==> src/rtl/burst_stream_tx_pkg.sv <==
// Shared definitions for the burst stream transmitter: default sample width and FSM states.
package burst_stream_tx_pkg;

   localparam int DEF_DATA_W = 8;

   typedef enum logic [1:0] {
      IDLE  = 2'd0,
      BURST = 2'd1,
      GAP   = 2'd2
   } state_t;

endpackage

==> src/rtl/burst_stream_tx_sync_fifo.sv <==
// Single-clock FIFO with combinational head read; pointers carry one extra wrap bit so
// level = wr_ptr - rd_ptr distinguishes full from empty.
module sync_fifo
   import burst_stream_tx_pkg::*;
#(
   parameter int DATA_W = DEF_DATA_W,
   parameter int DEPTH  = 16
) (
   input  logic                     clk,
   input  logic                     rst_n,
   input  logic                     wr_en,
   input  logic [DATA_W-1:0]        wr_dat,
   input  logic                     rd_en,
   output logic [DATA_W-1:0]        rd_dat,
   output logic                     full,
   output logic                     empty,
   output logic [$clog2(DEPTH):0]   level
);

   localparam int AW = $clog2(DEPTH);

   logic [DATA_W-1:0] mem [DEPTH];
   logic [AW:0]       wr_ptr;
   logic [AW:0]       rd_ptr;
   logic              wr_ok;
   logic              rd_ok;

   // A write on a full buffer is dropped even when a pop frees a slot this cycle.
   assign wr_ok = wr_en && !full;
   assign rd_ok = rd_en && !empty;

   always_ff @(posedge clk) begin
      if (!rst_n) begin
         wr_ptr <= '0;
         rd_ptr <= '0;
      end else begin
         if (wr_ok) wr_ptr <= wr_ptr + (AW+1)'(1);
         if (rd_ok) rd_ptr <= rd_ptr + (AW+1)'(1);
      end
   end

   always_ff @(posedge clk) begin
      if (wr_ok) mem[wr_ptr[AW-1:0]] <= wr_dat;
   end

   assign level  = wr_ptr - rd_ptr;
   assign full   = (level == (AW+1)'(DEPTH));
   assign empty  = (wr_ptr == rd_ptr);
   assign rd_dat = mem[rd_ptr[AW-1:0]];

endmodule

==> src/rtl/burst_stream_tx.sv <==
// Buffers host samples and, on start, drains them as val-qualified bursts of bl samples
// separated by gl idle cycles; dat_o/val_o/done are registered.
module burst_stream_tx
   import burst_stream_tx_pkg::*;
#(
   parameter int DATA_W = DEF_DATA_W,
   parameter int DEPTH  = 16,
   parameter int LEN_W  = 5
) (
   input  logic              clk,
   input  logic              rst_n,
   input  logic [DATA_W-1:0] wr_dat,
   input  logic              wr_en,
   output logic              full,
   output logic [LEN_W-1:0]  level,
   output logic              overflow,
   input  logic              start,
   input  logic [LEN_W-1:0]  burst_len,
   input  logic [LEN_W-1:0]  gap_len,
   output logic [DATA_W-1:0] dat_o,
   output logic              val_o,
   output logic              busy,
   output logic              done
);

   localparam logic [LEN_W-1:0] ONE = LEN_W'(1);

   state_t                 state_q, state_d;
   logic [LEN_W-1:0]       bl_q, bl_d;
   logic [LEN_W-1:0]       gl_q, gl_d;
   logic [LEN_W-1:0]       cnt_q, cnt_d;
   logic [LEN_W-1:0]       gcnt_q, gcnt_d;
   logic [DATA_W-1:0]      dat_d;
   logic                   val_d;
   logic                   done_d;
   logic                   rd_en;
   logic [DATA_W-1:0]      rd_dat;
   logic                   empty;
   logic [$clog2(DEPTH):0] fifo_level;

   function automatic logic [LEN_W-1:0] clamp_len(input logic [LEN_W-1:0] len);
      return (len == '0) ? ONE : len;
   endfunction

   sync_fifo #(
      .DATA_W (DATA_W),
      .DEPTH  (DEPTH)
   ) u_fifo (
      .clk    (clk),
      .rst_n  (rst_n),
      .wr_en  (wr_en),
      .wr_dat (wr_dat),
      .rd_en  (rd_en),
      .rd_dat (rd_dat),
      .full   (full),
      .empty  (empty),
      .level  (fifo_level)
   );

   assign level = LEN_W'(fifo_level);
   assign busy  = (state_q != IDLE);

   always_ff @(posedge clk) begin
      if (!rst_n) state_q <= IDLE;
      else        state_q <= state_d;
   end

   always_comb begin
      state_d = state_q;
      bl_d    = bl_q;
      gl_d    = gl_q;
      cnt_d   = cnt_q;
      gcnt_d  = gcnt_q;
      dat_d   = dat_o;
      val_d   = 1'b0;
      done_d  = 1'b0;
      rd_en   = 1'b0;
      case (state_q)
         IDLE: begin
            if (start) begin
               bl_d   = clamp_len(burst_len);
               gl_d   = gap_len;
               cnt_d  = '0;
               gcnt_d = '0;
               if (!empty) state_d = BURST;
               else        done_d  = 1'b1;
            end
         end
         BURST: begin
            // Running dry ends the drain, even partway through a burst.
            if (empty) begin
               done_d  = 1'b1;
               cnt_d   = '0;
               state_d = IDLE;
            end else begin
               rd_en = 1'b1;
               dat_d = rd_dat;
               val_d = 1'b1;
               if (cnt_q + ONE == bl_q) begin
                  cnt_d = '0;
                  if (gl_q != '0) begin
                     gcnt_d  = '0;
                     state_d = GAP;
                  end
               end else begin
                  cnt_d = cnt_q + ONE;
               end
            end
         end
         GAP: begin
            if (gcnt_q + ONE == gl_q) begin
               gcnt_d = '0;
               if (empty) begin
                  done_d  = 1'b1;
                  state_d = IDLE;
               end else begin
                  state_d = BURST;
               end
            end else begin
               gcnt_d = gcnt_q + ONE;
            end
         end
         default: state_d = IDLE;
      endcase
   end

   always_ff @(posedge clk) begin
      if (!rst_n) begin
         bl_q     <= ONE;
         gl_q     <= '0;
         cnt_q    <= '0;
         gcnt_q   <= '0;
         dat_o    <= '0;
         val_o    <= 1'b0;
         done     <= 1'b0;
         overflow <= 1'b0;
      end else begin
         bl_q     <= bl_d;
         gl_q     <= gl_d;
         cnt_q    <= cnt_d;
         gcnt_q   <= gcnt_d;
         dat_o    <= dat_d;
         val_o    <= val_d;
         done     <= done_d;
         overflow <= overflow | (wr_en & full);
      end
   end

endmodule

==> config.mk <==
export PLATFORM = sky130hd
export DESIGN_NAME = burst_stream_tx
export DESIGN_NICKNAME = d
export VERILOG_FILES = /design/src/rtl/burst_stream_tx_pkg.sv /design/src/rtl/burst_stream_tx_sync_fifo.sv /design/src/rtl/burst_stream_tx.sv
export SDC_FILE = /design/constraint.sdc
export NUM_CORES = 1
export LEC_CHECK = 0
export ABC_AREA = 1
export CAP_MARGIN = 20
export CELL_PAD_IN_SITES_DETAIL_PLACEMENT = 0
export CELL_PAD_IN_SITES_GLOBAL_PLACEMENT = 1
export CORE_MARGIN = 5
export CORE_UTILIZATION = 45
export DETAILED_ROUTE_END_ITERATION = 8
export PLACE_DENSITY = 0.84
export SLEW_MARGIN = 20
export SYNTH_ARGS = -nofsm -noshare
export SYNTH_HDL_FRONTEND = slang
export SYNTH_SLANG_ARGS = --single-unit
==> constraint.sdc <==
create_clock -name clk -period 3.82 [get_ports clk]
set_input_delay 0.573 -clock clk [delete_from_list [all_inputs] [get_ports clk]]
set_output_delay 0.573 -clock clk [all_outputs]
set_load 0.05 [all_outputs]
=== Yosys cells after proc, flatten, opt, wreduce, memory -nomap -nowiden ===
Memory sizes are Yosys's and may differ from the RTL's. A register that Yosys moved wholly into a read port is not among the register bits.
Index checks and enable logic that the tools add are counted.

* Input bits: 22
* Bits in registers: 35
* Bits in writable memories: 128
* Memories kept: 1
* Word-level logic and storage cells: 75

{| class="wikitable"
|+ Memory list
! memory !! words !! width !! rd ports !! clocked after Yosys merged registers in !! wr ports !! RTL line !! RTL
|-
| u_fifo.mem || 16 || 8 || 1 || 1 || 1 || burst_stream_tx_sync_fifo.sv:22 || <nowiki>logic [DATA_W-1:0] mem [DEPTH];</nowiki>
|}

* Muxes and demuxes: 26
* $add $sub $neg: 5
* Bitwise operators: 3
* Reduce and logical (&&, ||, !) cells: 16
* Equal/unequal tests: 14

{| class="wikitable"
|+ Operator list
! cell !! number
|-
| $mux 5 || 8
|-
| $add 5x1->5 const B || 4
|-
| $eq 5x5->1 || 3
|-
| $pmux 5 s3 || 1
|-
| $mux 2 || 6
|-
| $ne 2x2->1 const B || 6
|-
| $pmux 5 s2 || 1
|-
| $reduce_and 5->1 || 2
|-
| $mux 1 || 8
|-
| $ne 3x3->1 const B || 2
|-
| $pmux 2 s3 || 1
|-
| $reduce_and 2->1 || 3
|-
| $eq 5x5->1 const B || 1
|-
| $logic_not 5->1 || 1
|-
| $reduce_bool 5->1 || 1
|-
| $sub 5x5->5 || 1
|-
| $reduce_bool 2->1 || 2
|-
| $logic_not 1->1 || 3
|-
| $pmux 1 s3 || 1
|-
| $reduce_bool 3->1 || 1
|-
| $eq 2x1->1 const B || 1
|-
| $eq 2x2->1 const B || 1
|-
| $logic_and 1x1->1 || 2
|-
| $logic_not 2->1 || 1
|-
| other kinds (3) || 3
|}

=== Logic depth before layout (Yosys ltp) ===
Gate-level depths: netlist of run 1.

* Depth after elaboration: 6
* Mapped depth: 14

=== Hierarchy ===
Synthesis of run 1 repeated with hierarchy kept, for this count alone.

* Cells, all modules: 756
* Area total of the unflattened synthesis: 7706.1 um^2

{| class="wikitable"
|+ By module, submodules not included
! module !! times used !! cells an instance !! area an instance (um^2) !! sequential area each (um^2)
|-
| sync_fifo || 1 || 509 || 5969.5 || 4124.0
|-
| burst_stream_tx || 1 || 247 || 1736.7 || 660.6
|}

=== Least setup slack after synthesis of run 1 ===
Ideal clock, no wire load.

* Path kind: flip-flop to flip-flop
* Start: reg u_fifo.wr_ptr[0]
* End: mem u_fifo.mem[3][0] (netlist bit) (enable)
* Cell stages (with the launch flop): 11
* Data required time: 3.450 ns
* Path buffers: 0
* Library setup time: 0.370 ns
* Slack: 0.500 ns
* Period minus slack after synthesis: 3.320 ns
* Data arrival time: 2.950 ns
* Cells stage by stage: dfxtp_1 > inv_1 > ha_1 > fa_1 > xnor2_1 > nor3_1 > nand3_2 > nand2_4 > nor2_4 > clkinv_4 > nor2_1

* Word-level cells in the longest chain between the ends: 6

{| class="wikitable"
|+ RTL lines
! element !! RTL line !! RTL
|-
| start, declared || burst_stream_tx_sync_fifo.sv:23 || <nowiki>logic [AW:0] wr_ptr;</nowiki>
|-
| start signal, assigned || burst_stream_tx_sync_fifo.sv:37 || <nowiki>if (wr_ok) wr_ptr <= wr_ptr + (AW+1)'(1);</nowiki>
|-
| $sub 5x5->5 || burst_stream_tx_sync_fifo.sv:46 || <nowiki>assign level = wr_ptr - rd_ptr;</nowiki>
|-
| net level[2] || burst_stream_tx.sv:15 || <nowiki>output logic [LEN_W-1:0] level,</nowiki>
|-
| $eq 5x5->1 || burst_stream_tx_sync_fifo.sv:47 || <nowiki>assign full = (level == (AW+1)'(DEPTH));</nowiki>
|-
| $logic_not 1->1 || burst_stream_tx_sync_fifo.sv:29 || <nowiki>assign wr_ok = wr_en && !full;</nowiki>
|-
| $logic_and 1x1->1 || burst_stream_tx_sync_fifo.sv:29 ||
|-
| $mux 1 || burst_stream_tx_sync_fifo.sv:43 || <nowiki>if (wr_ok) mem[wr_ptr[AW-1:0]] <= wr_dat;</nowiki>
|-
| $mux 1 (not written as such) || burst_stream_tx_sync_fifo.sv:43 ||
|-
| end, declared || burst_stream_tx_sync_fifo.sv:22 ||
|}

The timed path passes the listed nets, and every way through them passes these cells.

=== Final worst setup path of run 1 ===
* Start: reg u_fifo.rd_ptr[2]
* End: out level[4]

* Word-level cells in the longest chain between the ends: 1

{| class="wikitable"
|+ RTL lines
! element !! RTL line !! RTL
|-
| start, declared || burst_stream_tx_sync_fifo.sv:24 || <nowiki>logic [AW:0] rd_ptr;</nowiki>
|-
| start signal, assigned || burst_stream_tx_sync_fifo.sv:38 || <nowiki>if (rd_ok) rd_ptr <= rd_ptr + (AW+1)'(1);</nowiki>
|-
| $sub 5x5->5 || burst_stream_tx_sync_fifo.sv:46 ||
|-
| end, declared || burst_stream_tx.sv:15 ||
|}

No other way between the ends.

==> impl_metrics.env, run 1 <==
export IMPL_layout_commonest_cell="edfxtp_1"
export IMPL_num_rows=46
export IMPL_antenna_found_initial=0
export IMPL_mostFrequentLayoutCells="128 x edfxtp_1, 121 x nor2_1, 93 x o21ai_0"
export IMPL_die_w_um=138
export IMPL_area_growth_pct=16.3
export IMPL_ctsLongestPathBuffers=2
export IMPL_cap_viol_max_count=0
export IMPL_finClkSkew_ns=0.00908
export IMPL_post_cts_buffers=0
export IMPL_track_usage_pct=19.5
export IMPL_cts_hold_buf=0
export IMPL_p_leak_nw=3.04
export IMPL_grt_pass1_vias=5152
export IMPL_path_class="reg2out"
export IMPL_cts_resized=0
export IMPL_slew_violations=0
export IMPL_comb_power_share_pct=31.3
export IMPL_path_clk_slew_ns=0.07
export IMPL_cts_buffers=17
export IMPL_ant_nets=0
export IMPL_core_area_um2=15900
export IMPL_detail_route_wl_per_cell_um=17.9
export IMPL_critPathMaxFanout=12
export IMPL_clockPowerShare_pct=30.2
export IMPL_endpoint_kind="output port"
export IMPL_setup_violations_final=0
export IMPL_min_period_ns=3.54
export IMPL_wl_met1_mm=7.59
export IMPL_power_density_nw_per_um2=679
export IMPL_die_height_um=138
export IMPL_portBuffers=39
export IMPL_synth_seq_cells=171
export IMPL_insertedDiodeCount=0
export IMPL_dieArea_um2=19000
export IMPL_p_int_mw=3.71
export IMPL_io_pins=40
export IMPL_finalPower_mw=5.80
export IMPL_cp_start_kind="flop"
export IMPL_drive_above_1_share_pct=10.2
export IMPL_p_switching_mw=2.09
export IMPL_cts_sinks=171
export IMPL_ys_seq_area_share_pct=64.0
export IMPL_root_buffer="clkbuf_16"
export IMPL_fin_crit_sh_pct=92.8
export IMPL_sw_frac_of_total_pct=36.1
export IMPL_pwr_share_seq_pct=38.5
export IMPL_grt_start_max_net_pins=68
export IMPL_peakVddDrop_mv=0.461
export IMPL_vias=5224
export IMPL_htree_levels=4
export IMPL_syn_inst=701
export IMPL_synthTopCellsByArea="edfxtp_1 52%, dfxtp_1 12%, o21ai_0 6.3%"
export IMPL_yosysTopAreaCellShare_pct=52.3
export IMPL_clk_latency_ns=0.43
export IMPL_slew_headroom_pct=41.6
export IMPL_dr_wl_met2_mm=7.95
export IMPL_synth_top_cell_by_area="edfxtp_1"
export IMPL_post_route_drc_count=0
export IMPL_tns_ns=0
export IMPL_max_clock_freq_mhz=282
export IMPL_viasPerCell=5.42
export IMPL_dr_wl_met3_mm=1.25
export IMPL_hold_path_class="reg2reg"
export IMPL_synthDistinctLibCells=40
export IMPL_synth_area_per_cell_um2=10.5
export IMPL_dp_hpwl_mm=11.6
export IMPL_cp_arrival_ns=2.97
export IMPL_cts_tree="built"
export IMPL_nNetsFinal=769
export IMPL_syn_cell_area_um2=7350
export IMPL_grt_pass1_wl_mm=27.6
export IMPL_status="finished, final reports clean"
export IMPL_synth_nets=735
export IMPL_place_congestion=0.988
export IMPL_ys_warn_count=0
export IMPL_grt_ovfl_total=0
export IMPL_drt_iter0_drc=489
export IMPL_highest_layer="met4"
export IMPL_tightest_slew_ns=0.873
export IMPL_first_pass_iters=5
export IMPL_finalHoldViolCount=0
export IMPL_rsz0062_at_grt="no"
export IMPL_start_util_pct=46.1
export IMPL_crit_required_ns=3.25
export IMPL_routed_wl_mm=17.2
[critical path, cell delays in order (launching register included)]
cell and delay (ns):
dfxtp_1 0.54, inv_1 0.26, ha_1 0.43, nand2_1 0.11
o21ai_2 0.17, xor2_2 0.18, clkdlybuf4s50_1 0.84
[logic make-up (layout without fill, tap and decap cells)]
group / count (synthesis) / count (layout) / share of synthesized area (%)
compound gates: 184 / 184 / 13.5
xor+xnor: 4 / 4 / 0.681
fa+ha+maj: 12 / 12 / 2.15
buf+inv: 83 / 130 / 4.68
flops: 171 / 171 / 64.0
simple gates: 247 / 247 / 14.9
[flip-flops by register name, summed over array words and instances, names as in the netlist]
signal / flops
bl_q: 5
cnt_q: 5
dat_o: 8
done: 1
gcnt_q: 5
gl_q: 5
overflow: 1
state_q: 2
u_fifo.mem: 128
u_fifo.rd_ptr: 5
u_fifo.wr_ptr: 5
val_o: 1
[path summary, 6_finish.rpt]
check,slack [ns],start,to,cells after the start
worst max-delay path,0.28,u_fifo.rd_ptr[2],level[4],6
worst min register to register,0.48,overflow,overflow,2
worst min-delay path,0.48,overflow,overflow,2
worst max register to register,0.77,u_fifo.rd_ptr[2],u_fifo.mem[10][3],10
[cell usage after synthesis]
cell type	n
edfxtp_1	128
nor2_1	121
o21ai_0	93
nand2_1	65
inv_1	44
dfxtp_1	43
a21oi_1	34
o22ai_1	28
nand3_1	23
clkbuf_1	17
ha_1	11
o21ai_1	11
a31oi_1	9
buf_2	9
nand2_2	8
inv_2	6
nand4_1	5
nor2_2	5
buf_4	4
nand2_4	4
nor3_1	4
o21bai_1	4
nand3_2	3
or2_1	3
nor2_4	2
o21ai_2	2
xnor2_1	2
a21oi_2	1
clkinv_1	1
clkinv_2	1
clkinv_4	1
fa_1	1
nand3b_1	1
nand4_2	1
nor3b_1	1
nor4_1	1
o211ai_1	1
o221ai_1	1
xnor2_2	1
xor2_2	1
[metrics by stage]
stage               cell area (µm²)  setup WS [ns]  util, %  cells  hold slack, ns
finish                         8540          0.276     53.6    964           0.479
global route                   8540         0.0712     53.6    964           0.510
CTS                            8540          0.261     53.6    964           0.483
detailed placement             7940          0.738     49.8    932           0.470
global placement               7940          0.871     49.8    932           0.455
floorplan                      7350          0.500        -    701           0.444
[power groups by stage]
stage          registers, mW  clock network (mW)  logic, mW
2_1_floorplan           2.37                   0       1.14
3_3_place_gp            2.27                   0       1.79
3_5_place_dp            2.27                   0       1.81
4_1_cts                 2.23                1.79       1.82
5_1_grt                 2.25                1.87       1.99
6_report                2.23                1.75       1.81
[cell type report]
cell class	count	area, µm²
fill	1394	7400
sequential	171	4710
inverter	53	205
tap	216	270
clock buffer	18	429
multi-input combinational	447	2300
timing repair buffer	45	455
clock inverter	14	180
[layer usage]
metal	up-vias	GRT usage, %
met5	-	0
met4	0	7.68
met3	28	5.15
met2	204	30.2
met1	2468	26.1
li1	2524	-
No activity file was read; power rests on OpenSTA's default activity.
==> run 2, diff against run 1 <==
==> constraint.sdc (replaced) <==
create_clock -name clk -period 4.02 [get_ports clk]
set_input_delay 0.603 -clock clk [delete_from_list [all_inputs] [get_ports clk]]
set_output_delay 0.603 -clock clk [all_outputs]
set_load 0.05 [all_outputs]
==> impl_metrics.env, run 2 (same netlist as run 1, synthesis figures left out) <==
export IMPL_status="finished, final reports clean"
export IMPL_critPathMaxStageDelay_ns=0.83
export IMPL_path_class="reg2out"
export IMPL_slowest_stage="clkdlybuf4s50_1"
export IMPL_finalPower_mw=5.49
export IMPL_io_pins=40
export IMPL_detail_route_wl_per_cell_um=17.9
export IMPL_first_pass_iters=5
export IMPL_cp_top_family="buffers and inverters"
export IMPL_routed_wl_mm=17.2
export IMPL_htree_levels=4
export IMPL_p_leak_nw=3.03
export IMPL_min_period_ns=3.54
export IMPL_ctsLongestPathBuffers=2
export IMPL_post_cts_buffers=0
export IMPL_cts_tree="built"
export IMPL_holdWs_ns=0.473
export IMPL_core_area_um2=15900
export IMPL_critPathMaxFanout=12
export IMPL_grt_ovfl_total=0
export IMPL_slew_headroom_pct=49.6
export IMPL_setup_violations_final=0
export IMPL_drt_iter0_drc=540
export IMPL_start_util_pct=46.1
export IMPL_peakVddDrop_mv=0.382
export IMPL_antenna_found_initial=1
export IMPL_layout_commonest_cell="edfxtp_1"
export IMPL_slew_violations=0
export IMPL_ant_nets=0
export IMPL_die_w_um=138
export IMPL_cp_arrival_ns=2.94
export IMPL_post_place_ws_ns=0.995
export IMPL_nFillCells=1390
export IMPL_cp_start_kind="flop"
export IMPL_drive_above_1_share_pct=10.2
export IMPL_nNetsFinal=768
export IMPL_hold_path_class="reg2reg"
export IMPL_endpoint_kind="output port"
export IMPL_cap_viol_max_count=0
export IMPL_crit_required_ns=3.42
export IMPL_r2r_slack_ns=0.96
export IMPL_clk_latency_ns=0.43
export IMPL_finClkSkew_ns=0.00845
export IMPL_dp_hpwl_mm=11.4
export IMPL_vias=5310
export IMPL_largest_register_ffs=128
export IMPL_area_growth_pct=16.0
export IMPL_grt_pass1_vias=5083
export IMPL_finalHoldViolCount=0
export IMPL_tightest_slew_ns=0.754
export IMPL_max_clock_freq_mhz=282
export IMPL_fin_ws_ns=0.475
export IMPL_num_rows=46
export IMPL_grt_pass1_wl_mm=26.9
export IMPL_fin_crit_sh_pct=88.2
export IMPL_worst_path_buf_inv=2
export IMPL_insertedDiodeCount=0
export IMPL_mostFrequentLayoutCells="128 x edfxtp_1, 121 x nor2_1, 93 x o21ai_0"
export IMPL_post_route_drc_count=0
export IMPL_cts_resized=0
export IMPL_viasPerCell=5.51
export IMPL_die_height_um=138
export IMPL_finish_instance_area_um2=8520
export IMPL_portBuffers=39
export IMPL_cts_hold_buf=0
export IMPL_cts_sinks=171
export IMPL_grt_start_max_net_pins=68
export IMPL_track_usage_pct=18.9
export IMPL_cts_buffers=17
export IMPL_root_buffer="clkbuf_16"
export IMPL_crit_path_cell_trace="inv_1 > ha_1 > nand2_1 > o21ai_2 > xor2_2 > clkdlybuf4s50_1"
export IMPL_dieArea_um2=19000
export IMPL_tns_ns=0
export IMPL_rsz0062_at_grt="no"
export IMPL_path_clk_slew_ns=0.07
export IMPL_placed_cell_area_um2=7930
export IMPL_place_congestion=0.915
export IMPL_power_density_nw_per_um2=644
[run 2: cell count changes in the layout (fill, tap and decap cells not counted), sizes merged]
cell / before / now
buf: 8 / 7
bufinv: 2 / 1
clkbuf: 18 / 17
clkinvlp: 2 / 0
inv: 56 / 60
[run 2: worst reg2reg max path, delay by kind of cell, from the launching register on]
family | cells | cell delay (ns)
compound gates | 1 | 0.16
xor+xnor | 1 | 0.15
fa+ha+maj | 1 | 0.42
buf+inv | 2 | 0.36
flops | 1 | 0.54
simple gates | 5 | 1.06
[run 2: final cells by class]
class,count,area (µm²),share of cell area [%]
multi-input cells,447,2300,27.0
repair buffers,44,448,5.26
clock buffers,17,425,4.99
well taps,216,270,3.17
clock inverters,15,166,1.95
flip-flops and latches,171,4710,55.2
inverters,53,205,2.41
[run 2: metrics by stage]
step	utilization (%)	std cells
2_1_floorplan	-	701
3_3_place_gp	49.7	931
3_5_place_dp	49.7	931
4_1_cts	53.4	963
5_1_grt	53.4	963
6_report	53.4	963
[run 2: metal layers]
layer / GRT usage (%) / wire (µm)
met5: 0 / 7
met1: 24.0 / 7520
met3: 5.62 / 1330
met4: 6.31 / 280
met2: 30.9 / 8100
[run 2: path summary, 6_finish.rpt]
kind                                        from                to  depth (start not counted)
worst max-delay path            u_fifo.rd_ptr[2]          level[4]                          6
worst min-delay path                    overflow          overflow                          2
worst max register to register  u_fifo.rd_ptr[2]  u_fifo.mem[8][5]                         10
worst min register to register          overflow          overflow                          2
[run 2: power by group]
part           leakage, nW  switching [mW]  internal (mW)
clock                0.294           0.752          0.889
sequential            1.51          0.0912           2.03
combinational         1.23            1.18          0.544
==> run 3, diff against run 2 <==
--- a/config.mk
+++ b/config.mk
@@ -13,6 +13,7 @@
 export CORE_UTILIZATION = 45
 export DETAILED_ROUTE_END_ITERATION = 8
 export PLACE_DENSITY = 0.84
+export RECOVER_POWER = 50
 export SLEW_MARGIN = 20
 export SYNTH_ARGS = -nofsm -noshare
 export SYNTH_HDL_FRONTEND = slang
==> impl_metrics.env, run 3 (same netlist as run 1, synthesis figures left out) <==
export IMPL_status="finished with violations"
export IMPL_failed_checks="capacitance limit, slew limit"
export IMPL_place_congestion=0.915
export IMPL_cts_sinks=171
export IMPL_track_usage_pct=18.9
export IMPL_cts_resized=0
export IMPL_portBuffers=39
export IMPL_nNetsFinal=768
export IMPL_path_clk_slew_ns=0.07
export IMPL_io_pins=40
export IMPL_largest_register_ffs=128
export IMPL_grt_ovfl_total=0
export IMPL_area_growth_pct=15.8
export IMPL_dp_hpwl_mm=11.4
export IMPL_antenna_found_initial=1
export IMPL_vias=5310
export IMPL_detail_route_wl_per_cell_um=17.9
export IMPL_cts_tree="built"
export IMPL_tightest_slew_ns=1.54
export IMPL_dieArea_um2=19000
export IMPL_holdWs_ns=0.468
export IMPL_endpoint_kind="output port"
export IMPL_num_rows=46
export IMPL_power_density_nw_per_um2=642
export IMPL_cp_start_kind="flop"
export IMPL_routed_wl_mm=17.2
export IMPL_slew_headroom_pct=-2.60
export IMPL_cts_hold_buf=0
export IMPL_hold_depth=2
export IMPL_die_w_um=138
export IMPL_drt_iter0_drc=502
export IMPL_crit_required_ns=3.42
export IMPL_nFillCells=1393
export IMPL_fin_crit_sh_pct=88.3
export IMPL_cp_arrival_ns=2.95
export IMPL_max_clock_freq_mhz=282
export IMPL_grt_pass1_wl_mm=26.9
export IMPL_first_pass_iters=5
export IMPL_seq_area_um2=4710
export IMPL_mostFrequentLayoutCells="128 x edfxtp_1, 121 x nor2_1, 93 x o21ai_0"
export IMPL_layout_commonest_cell="edfxtp_1"
export IMPL_htree_levels=4
export IMPL_insertedDiodeCount=0
export IMPL_core_area_um2=15900
export IMPL_ctsLongestPathBuffers=2
export IMPL_ant_nets=0
export IMPL_tns_ns=0
export IMPL_peakVddDrop_mv=0.380
export IMPL_post_route_drc_count=0
export IMPL_drive_above_1_share_pct=9.77
export IMPL_rsz0062_at_grt="no"
export IMPL_hold_path_class="reg2reg"
export IMPL_multi_input_area_um2=2290
export IMPL_cap_viol_max_count=1
export IMPL_post_cts_buffers=0
export IMPL_start_util_pct=46.1
export IMPL_die_height_um=138
export IMPL_reg2reg_depth=10
export IMPL_setup_violations_final=0
export IMPL_viasPerCell=5.51
export IMPL_cts_buffers=17
export IMPL_root_buffer="clkbuf_16"
export IMPL_grt_start_max_net_pins=68
export IMPL_slew_violations=38
export IMPL_p_leak_nw=3.06
export IMPL_grt_pass1_vias=5083
export IMPL_finClkSkew_ns=0.00912
export IMPL_finalHoldViolCount=0
export IMPL_critPathMaxFanout=12
export IMPL_path_class="reg2out"
export IMPL_clk_latency_ns=0.43
export IMPL_min_period_ns=3.55
-- run 3: cell types whose count changed in the layout (fill, tap and decap cells not counted) --
cell	before	now
buf_4	5	4
nand2_4	4	3
nand2_1	65	67
nand2_2	8	7
dlygate4sd3_1	0	20
clkdlybuf4s50_1	37	17
clkbuf_1	0	1
-- run 3: metrics by stage --
step	instance area, µm²	setup WS (ns)	power (mW)	utilization (%)	std cells
after floorplan	7350	0.700	3.34	-	701
after global placement	7930	1.05	3.85	49.7	931
after detailed placement	7930	0.995	3.87	49.7	931
after CTS	8520	0.508	5.51	53.4	963
after global routing	8510	0.344	5.73	53.4	963
final	8510	0.471	5.46	53.4	963
-- run 3: path summary, 6_finish.rpt --
kind	from	endpoint	slack, ns
hold reg to reg	overflow	overflow	0.47
setup / recovery	u_fifo.rd_ptr[2]	level[4]	0.47
hold / removal	overflow	overflow	0.47
setup reg to reg	u_fifo.rd_ptr[2]	u_fifo.mem[14][6]	0.95
-- run 3: area by class of cell --
class | count | area share [%]
sequential | 171 | 55.3
multi-input combinational | 447 | 26.9
timing repair buffer | 44 | 5.22
clock buffer | 17 | 5.00
tap | 216 | 3.18
inverter | 53 | 2.41
clock inverter | 15 | 1.96
-- run 3: per-layer routing --
layer  track usage [%]  part of all wire, %
met2              30.9                   47
met4              6.31                  1.8
met3              5.62                  7.3
met5                 0                0.076
met1              24.0                   44
-- run 3: worst max-delay path, cell delays in order (launching register included) --
cell	delay [ns]
dfxtp_1	0.54
inv_1	0.27
ha_1	0.43
nand2_1	0.10
o21ai_2	0.16
xor2_2	0.19
clkdlybuf4s50_1	0.83
-- run 3: where the power goes --
part           total (mW)  internal (mW)  switching, mW  leakage (nW)
Sequential           2.12           2.03         0.0899          1.51
Clock                1.65          0.889          0.757         0.294
Combinational        1.69          0.525           1.17          1.26
Total                5.46           3.44           2.02          3.06
